File: config.mk
export PLATFORM = sky130hd
export DESIGN_NAME = alu_mc
export DESIGN_NICKNAME = d
export VERILOG_FILES = /design/src/rtl/alu_mc_pkg.sv /design/src/rtl/alu_mc_iter.sv /design/src/rtl/alu_mc.sv
export SDC_FILE = /design/constraint.sdc
export NUM_CORES = 1
export LEC_CHECK = 0
export BUFFER_PORTS_ARGS = -buffer_cell sky130_fd_sc_hd__buf_2
export CAP_MARGIN = 5
export CORE_MARGIN = 2
export CORE_UTILIZATION = 30
export CTS_CLUSTER_DIAMETER = 150
export DETAILED_ROUTE_END_ITERATION = 10
export PLACE_DENSITY = 0.45
export SYNTH_ARGS = -nofsm -noshare
export SYNTH_HDL_FRONTEND = slang
export SYNTH_SLANG_ARGS = --single-unit
export TNS_END_PERCENT = 30
File: constraint.sdc
create_clock -name clk -period 4.6 [get_ports clk]
set_clock_uncertainty 0.2 [all_clocks]
set_input_delay 0.46 -clock clk [delete_from_list [all_inputs] [get_ports clk]]
set_output_delay 0.46 -clock clk [all_outputs]
set_load 0.02 [all_outputs]
File: src/rtl/alu_mc_pkg.sv
// Shared opcodes, FSM encoding and default width for the multi-cycle ALU.
// Imported by alu_mc and alu_mc_iter.
package alu_mc_pkg;

  localparam int WIDTH_DEF = 8;

  localparam logic [7:0] OP_ADD = 8'h00;
  localparam logic [7:0] OP_ADC = 8'h01;
  localparam logic [7:0] OP_SUB = 8'h02;
  localparam logic [7:0] OP_SBB = 8'h03;
  localparam logic [7:0] OP_AND = 8'h04;
  localparam logic [7:0] OP_OR  = 8'h05;
  localparam logic [7:0] OP_XOR = 8'h06;
  localparam logic [7:0] OP_NOT = 8'h07;
  localparam logic [7:0] OP_SHL = 8'h08;
  localparam logic [7:0] OP_SHR = 8'h09;
  localparam logic [7:0] OP_MUL = 8'h0A;
  localparam logic [7:0] OP_DIV = 8'h0B;

  typedef enum logic [1:0] {
    S_IDLE = 2'd0,
    S_ITER = 2'd1,
    S_OUT  = 2'd2
  } state_t;

endpackage

File: src/rtl/alu_mc_iter.sv
// One-bit-per-cycle shift-add multiplier / restoring divider.
// Ports: start loads operands (a, b); step advances one bit; last marks the
// final step; hi_next/lo_next are the register values after this step.
import alu_mc_pkg::*;

module alu_mc_iter #(
  parameter int WIDTH = WIDTH_DEF
) (
  input  logic             clk,
  input  logic             rst,
  input  logic             enable,
  input  logic             start,
  input  logic             div,
  input  logic             step,
  input  logic [WIDTH-1:0] a,
  input  logic [WIDTH-1:0] b,
  output logic             last,
  output logic [WIDTH-1:0] hi_next,
  output logic [WIDTH-1:0] lo_next
);

  localparam int CW = $clog2(WIDTH + 1);

  // hi: partial product / remainder; lo: multiplier / quotient
  logic [WIDTH-1:0] hi_q, lo_q, m_q;
  logic [CW-1:0]    cnt_q;
  logic             div_q;
  logic [WIDTH:0]   sum, rsh, diff;

  assign last = (cnt_q == CW'(WIDTH - 1));

  always_comb begin
    sum     = {1'b0, hi_q} + {1'b0, m_q};
    rsh     = {hi_q, lo_q[WIDTH-1]};
    diff    = rsh - {1'b0, m_q};
    hi_next = hi_q;
    lo_next = lo_q;
    if (div_q) begin
      // negative trial difference means restore
      if (!diff[WIDTH]) begin
        hi_next = diff[WIDTH-1:0];
        lo_next = {lo_q[WIDTH-2:0], 1'b1};
      end else begin
        hi_next = rsh[WIDTH-1:0];
        lo_next = {lo_q[WIDTH-2:0], 1'b0};
      end
    end else if (lo_q[0]) begin
      {hi_next, lo_next} = {sum, lo_q[WIDTH-1:1]};
    end else begin
      {hi_next, lo_next} = {1'b0, hi_q, lo_q[WIDTH-1:1]};
    end
  end

  always_ff @(posedge clk) begin
    if (rst) begin
      hi_q  <= '0;
      lo_q  <= '0;
      m_q   <= '0;
      cnt_q <= '0;
      div_q <= 1'b0;
    end else if (enable) begin
      if (start) begin
        hi_q  <= '0;
        lo_q  <= div ? a : b;
        m_q   <= div ? b : a;
        cnt_q <= '0;
        div_q <= div;
      end else if (step) begin
        hi_q  <= hi_next;
        lo_q  <= lo_next;
        cnt_q <= cnt_q + CW'(1);
      end
    end
  end

endmodule

File: src/rtl/alu_mc.sv
// Multi-cycle ALU: single-cycle arith/logic ops, iterative MUL/DIV.
// Ports: valid/ready request (operation, op1, op2, cpu_carry) and
// valid/ready result (result_l, result_h, carry, zero, sign, illegal).
import alu_mc_pkg::*;

module alu_mc #(
  parameter int WIDTH = WIDTH_DEF
) (
  input  logic             clk,
  input  logic             rst,
  input  logic             enable,
  input  logic             in_valid,
  output logic             in_ready,
  input  logic [7:0]       operation,
  input  logic [WIDTH-1:0] op1,
  input  logic [WIDTH-1:0] op2,
  input  logic             cpu_carry,
  output logic             out_valid,
  input  logic             out_ready,
  output logic [WIDTH-1:0] result_l,
  output logic [WIDTH-1:0] result_h,
  output logic             carry,
  output logic             zero,
  output logic             sign,
  output logic             illegal
);

  state_t           state_q, state_d;
  logic             accept, iter_op, last;
  logic [7:0]       opc_q;
  logic             dz_q;
  logic [WIDTH-1:0] sc_l, hi_n, lo_n;
  logic             sc_c, sc_ill;
  logic [WIDTH:0]   sum, dif;

  assign in_ready  = (state_q == S_IDLE);
  assign out_valid = (state_q == S_OUT);
  assign accept    = in_valid & in_ready & enable;
  assign iter_op   = (operation == OP_MUL) |
                     (operation == OP_DIV);

  always_comb begin
    sum = {1'b0, op1} + {1'b0, op2} +
          (WIDTH+1)'(cpu_carry & (operation == OP_ADC));
    dif = {1'b0, op1} - {1'b0, op2} -
          (WIDTH+1)'(cpu_carry & (operation == OP_SBB));
    sc_l   = '0;
    sc_c   = 1'b0;
    sc_ill = 1'b0;
    case (operation)
      OP_ADD, OP_ADC: {sc_c, sc_l} = sum;
      OP_SUB, OP_SBB: {sc_c, sc_l} = dif;
      OP_AND: sc_l = op1 & op2;
      OP_OR:  sc_l = op1 | op2;
      OP_XOR: sc_l = op1 ^ op2;
      OP_NOT: sc_l = ~op1;
      OP_SHL: begin
        sc_l = {op1[WIDTH-2:0], 1'b0};
        sc_c = op1[WIDTH-1];
      end
      OP_SHR: begin
        sc_l = {1'b0, op1[WIDTH-1:1]};
        sc_c = op1[0];
      end
      OP_MUL, OP_DIV: sc_l = '0;
      default: sc_ill = 1'b1;
    endcase
  end

  always_ff @(posedge clk) begin
    if (rst) begin
      opc_q <= '0;
      dz_q  <= 1'b0;
    end else if (accept) begin
      opc_q <= operation;
      dz_q  <= (op2 == '0);
    end
  end

  always_ff @(posedge clk) begin
    if (rst) state_q <= S_IDLE;
    else     state_q <= state_d;
  end

  always_comb begin
    state_d = state_q;
    unique case (state_q)
      S_IDLE:
        if (accept)
          state_d = iter_op ? S_ITER : S_OUT;
      S_ITER:
        if (enable && last) state_d = S_OUT;
      S_OUT:
        if (enable && out_ready) state_d = S_IDLE;
      default: state_d = S_IDLE;
    endcase
  end

  always_ff @(posedge clk) begin
    if (rst) begin
      result_l <= '0;
      result_h <= '0;
      carry    <= 1'b0;
      zero     <= 1'b0;
      sign     <= 1'b0;
      illegal  <= 1'b0;
    end else if (accept && !iter_op) begin
      result_l <= sc_l;
      result_h <= '0;
      carry    <= sc_c;
      zero     <= (sc_l == '0);
      sign     <= sc_l[WIDTH-1];
      illegal  <= sc_ill;
    end else if (enable && state_q == S_ITER && last) begin
      result_l <= lo_n;
      result_h <= hi_n;
      illegal  <= 1'b0;
      if (opc_q == OP_MUL) begin
        carry <= (hi_n != '0);
        zero  <= (hi_n == '0) && (lo_n == '0);
        sign  <= hi_n[WIDTH-1];
      end else begin
        carry <= dz_q;
        zero  <= (lo_n == '0);
        sign  <= lo_n[WIDTH-1];
      end
    end
  end

  alu_mc_iter #(.WIDTH(WIDTH)) u_iter (
    .clk     (clk),
    .rst     (rst),
    .enable  (enable),
    .start   (accept && iter_op),
    .div     (operation == OP_DIV),
    .step    (state_q == S_ITER),
    .a       (op1),
    .b       (op2),
    .last    (last),
    .hi_next (hi_n),
    .lo_next (lo_n)
  );

endmodule

Word-level counts from Yosys, hierarchy flattened. Cells that the tools add are included.

Add/sub/neg operators: 7. $mul: 0. Div/mod/pow operators: 0. Magnitude comparators: 0. Equal/unequal tests: 18. Shifts and indexed selects: 0. Multiplexer cells: 35. Bitwise gates (word level): 9. Reduce and logical (&&, ||, !) cells: 24.

Operators by type and width (count): 8-bit two-way mux (13); 8-bit case mux with 8 select lines (1); 8-bit by 4-bit == test with 1-bit output (second input constant) (5); 8-bit zero test (5); 8-bit by 3-bit == test with 1-bit output (second input constant) (4); 8-bit by 8-bit adder with 9-bit output (2); 8-bit by 2-bit == test with 1-bit output (second input constant) (2); 1-bit two-way mux (13); 12-bit OR reduction (1); 9-bit by 1-bit adder with 9-bit output (1); 8-bit by 8-bit subtractor with 9-bit output (1); 9-bit by 1-bit subtractor with 9-bit output (1); 9-bit by 8-bit subtractor with 9-bit output (1); 8-bit AND (1); 8-bit by 1-bit == test with 1-bit output (second input constant) (1); 2-bit two-way mux (4); 4-bit two-way mux (2); 8-bit inverter (1); 8-bit OR (1); 8-bit nonzero test (1); 8-bit bitwise XOR (1); 1-bit logical AND (7); 2-bit case mux with 3 select lines (1); 2-bit OR reduction (3); other kinds (14) (20).

Bits in registers: 60. Bits in latches: 0. Bits in writable memories: 0. ROM bits: 0. Input bits: 30. Output and inout bits: 22. Logic and storage cells: 107. Memories: 0.

Longest topological paths before layout.
Word-level depth: 8. Mapped depth: 15. Depth with buffers taken out: 14.

Cells and area by module. From an unflattened synthesis, not the netlist that was laid out.

Cell total of the unflattened synthesis: 673. Area total of the unflattened synthesis: 5335.1 um^2.

Modules (own cells, without submodules): alu_mc (times used 1, cells an instance 384, area each 2881.5 um^2, sequential area each 620.6 um^2); alu_mc_iter (times used 1, cells an instance 289, area each 2453.6 um^2, sequential area each 580.6 um^2).

Least setup slack after synthesis. No wires, ideal clock.

Path kind: input port to flip-flop. From: in operation[3]. To: reg zero. Setup time: 0.074 ns. Arrival: 3.986 ns. Required time: 4.326 ns. Slack: 0.341 ns. Stages on the path: 13. Buffers on the path: 0. Cell sequence: nor4_1 and3_1 nand3_1 fa_1 ha_1 o21ai_0 a21boi_0 or3_1 nand4_1 or3_1 or4_1 or4_1 o211ai_2.

Word-level cells in the longest chain between the ends: 6. Elaborated cells on any way between the ends: 25. Those cells by class: 2 x add/sub; 11 x eq/ne; 2 x mux; 3 x bitwise; 7 x reduce/logical.

Ends and longest elaborated chain: from (decl) (line alu_mc.sv:14) `input logic [7:0] operation,`; 8-bit by 2-bit == test with 1-bit output or 8-bit by 1-bit == test with 1-bit output (tied branches) (line alu_mc.sv:46, alu_mc.sv:50, alu_mc.sv:44); 1-bit AND, on equally long branches (line alu_mc.sv:46, alu_mc.sv:44); 9-bit by 1-bit subtractor with 9-bit output or 9-bit by 1-bit adder with 9-bit output (tied branches) (line alu_mc.sv:45, alu_mc.sv:43); 8-bit case mux with 8 select lines (line alu_mc.sv:50) `case (operation)`; 8-bit zero test (line alu_mc.sv:111) `zero <= (sc_l == '0);`; 1-bit two-way mux (line alu_mc.sv:107) `end else if (accept && !iter_op) begin`; to (signal assigned) (line alu_mc.sv:111); to (signal assigned) (line alu_mc.sv:120) `zero <= (hi_n == '0) && (lo_n == '0);`; to (signal assigned) (line alu_mc.sv:124) `zero <= (lo_n == '0);`; to (decl) (line alu_mc.sv:23) `output logic zero,`.

Parallel ways exist; a longest one is shown, timed or not. A chain may end at the register's enable or synchronous reset.

Worst setup path in the final report. Same ends and word-level chain as after synthesis.

==> flow_summary.yaml <==
status:
  status: "finished, final reports clean"
synth:
  synthMuxAreaShare_pct: 5.29
  synth-seq-cells: 60
  synth_area_um2: 5300
  seq_area_frac_synth_pct: 22.7
  ys_types: 79
  synthSimpleGateAreaFrac_pct: 23.9
  ys_async_sr_fraction_pct: 0
  synth_nets: 776
  syn_inst: 693
  synth_ff_type: "dfxtp_1"
  synth_compound_area_share_pct: 26.3
  synth_edf_count: 0
  synthAdderAreaFrac_pct: 13.4
  synth_top_family_by_area: "compound AO/OA/AOI/OAI gates"
  syn_area_per_cell_um2: 7.65
  synth_warnings: 0
  synth_xor_area_share_pct: 1.82
clock_network:
  htreeDepth: 3
  cts_hold_buf: 0
  cts_tree: "yes"
  insertion_delay_ps: 330
  cts_buffers: 9
  cts_sinks: 60
  postCtsSetupRepairBufs: 0
  ctsResizeCount: 0
  clkTransAtPathRegs_ps: 50
  clockBufferDepth: 2
  clockRootBuffer: "clkbuf_16"
floorplan:
  io_pins: 52
  start_util_pct: 30.7
  die_area_um2: 18800
  die_w_um: 137
  die_h_um: 137
  rows: 48
  core_um2: 17300
timing:
  hold_viol: 0
  layout_min_cycle_time_ps: 4240
  min_period_over_period_pct: 92.1
  finalMaxSlewViolations: 0
  setup_viol: 0
  rsz0062_at_grt: "no"
  fmax_ghz: 0.236
  slew_headroom_pct: 37.5
  tightest_slew_ps: 937
  setup_slack_ps: 363
  tns_ps: 0
min_path:
  hp-start: "out_ready"
  hold_path.class: "in2reg"
critical_path:
  crit_cells: 15
  startpoint: "operation[3]"
  critPathTopFamily: "simple AND/OR/NAND/NOR gates"
  worstReg2RegStart: "u_iter.lo_q[7]"
  r2r_end: "carry"
  end_kind: "flop"
  crit_path_cell_trace: "buf_2, nor4_1, and3_1, nand3_1, fa_1, inv_1, ha_1, o21ai_0, and3b_1, or3_1, nand4_1, or3_1, or4_1, or4_1, o211ai_2"
  critPathSlowestCell: "nor4_1"
  cp-endpoint: "zero"
  crit_path_max_incr_delay_ps: 680
  crit_type: "in2reg"
  path_buf_inv: 2
  arrival_ps: 4290
  cp-start-kind: "primary input"
  crit_path_max_fanout: 6
  reg2reg_slack_ps: 660
  required_ps: 4660
  r2r_cells: 12
layout:
  fin_util_pct: 35.2
  num_antenna_cells: 0
  area_growth_syn_to_layout_pct: 14.8
  drive_above_1_share_pct: 14.7
  nets: 820
route:
  drt_first_pass_iters: 5
  finalWirelength_um: 17900
  remaining_drc_errors: 0
  drt_iter0_markers: 332
  wire_per_inst_um: 18.5
  vias: 5380
  drt-vias-per-instance: 5.57
  drtAntennaViolNets: 0
pwr:
  total_power_mw: 1.46
  vdd_drop_max_uv: 159
  p_leak_nw: 2.45
  powerDensity_nw_per_um2: 240
place:
  port_buffers: 51
  place_hpwl_um: 13800
  preCtsSetupSlack_ps: 49.9
  place.gp.congestion: 0.900
global_route:
  track_usage_pct: 19.6
  grt_pass1_wl_um: 28200
  grt_max_degree: 53
  grt-ovfl-total: 0
  antenna_found_initial: 0
  grt_pass1_vias: 5231
flow_run:
  maxCapViolCount: 0
==> area by class of cell <==
class | count | area (µm²)
Inverter | 48 | 180
Clock inverter | 5 | 52.6
Fill cell | 1919 | 11200
Sequential cell | 60 | 1200
Timing Repair Buffer | 68 | 383
Multi-Input combinational cell | 550 | 3750
Clock buffer | 10 | 239
Tap cell | 225 | 282
==> how the worst min path moves through the flow <==
stage	endpoint	slack, ps	cells after the start
final	state_q[1]	220	4
after global routing	opc_q[6]	240	3
after CTS	state_q[1]	220	4
after detailed placement	opc_q[1]	250	2
after global placement	opc_q[2]	240	2
after floorplan	opc_q[3]	230	2
==> power by group <==
| group | switching, mW | leakage (nW) | total [mW] | internal (mW) |
|---|---|---|---|---|
| clock network | 0.244 | 0.144 | 0.671 | 0.428 |
| registers | 0.00684 | 0.485 | 0.536 | 0.529 |
| logic | 0.158 | 1.82 | 0.255 | 0.0977 |
| total | 0.409 | 2.45 | 1.46 | 1.05 |
==> cells by family after synthesis <==
kind of cell,after synthesis
and+or+nand+nor,253
AOI/OAI and AO/OA,207
buffers and inverters,83
DFF,60
adders and majority gates,53
muxes,26
xor gates and xnor gates,11
==> flip-flops by register name (all words and copies together), names as in the netlist, 2 cells and up <==
name and count:
opc_q 8, result_l 8, u_iter.m_q 8, state_q 2, result_h 8, u_iter.lo_q 8, u_iter.hi_q 8, u_iter.cnt_q 4
==> synth_stat cells (all sizes together) (7+ instances only) <==
cell     n  share of area [%]
nand2   79                5.6
a21oi   66                6.2
dfxtp   60                 23
nor2    57                4.0
ha      47                 11
inv     47                3.3
o21ai   28                2.6
clkbuf  27                2.1
nor3    25                2.6
nand3   21                2.0
mux2i   19                3.6
a211oi  15                2.1
a221oi  12                2.0
a22oi   12                1.7
o221ai  11                1.8
a21o     8                1.1
buf      8                1.2
nand4    8               0.94
and3     7               0.94
nand2b   7               0.83
nand3b   7               0.99
nor2b    7               0.83
o211ai   7                1.1
==> placed cells by master, fill, tap and decap left out, types with 4 or more instances in the layout <==
cell type / count
nand2_1: 79
a21oi_1: 66
dfxtp_1: 60
nor2_1: 57
buf_2: 51
inv_1: 47
ha_1: 47
o21ai_0: 27
nor3_1: 24
nand3_1: 21
mux2i_1: 19
buf_4: 17
a211oi_1: 15
a221oi_1: 12
a22oi_1: 12
o221ai_1: 11
clkbuf_16: 9
a21o_1: 8
nand4_1: 8
nor2b_1: 7
nand3b_1: 7
nand2b_1: 7
or3_1: 6
mux2_2: 6
xnor2_1: 6
o211ai_1: 6
a31oi_1: 6
or4_1: 6
fa_1: 6
and3_1: 5
xor2_1: 5
o21a_1: 5
o22ai_1: 4
==> per-stage QoR <==
stage	cell area, µm²	hold WS (ps)	instances
after floorplan	5300	232	693
after global placement	5800	244	951
after detailed placement	5800	247	951
after CTS	6090	218	966
after global routing	6090	238	966
final	6090	220	966
==> per-layer routing <==
| metal | routed length, µm | global-route usage (%) | share of wire (%) |
|---|---|---|---|
| met1 | 7940 | 24.0 | 44 |
| met2 | 8710 | 34.1 | 49 |
| met3 | 744 | 3.85 | 4.2 |
| met4 | 494 | 6.82 | 2.8 |
| met5 | 0 | 0 | 0 |
==> worst register-to-register path: stages, from the launching register on <==
cell and delay [ps]:
dfxtp_1 290, inv_1 110, ha_1 200, inv_1 60, fa_1 410, a21oi_1 330
o22ai_1 200, mux2_2 360, nor2_1 280, o311ai_0 270, a2111oi_0 440, nand4_1 350
o211a_1 330
(Power assumes the default switching activity.)
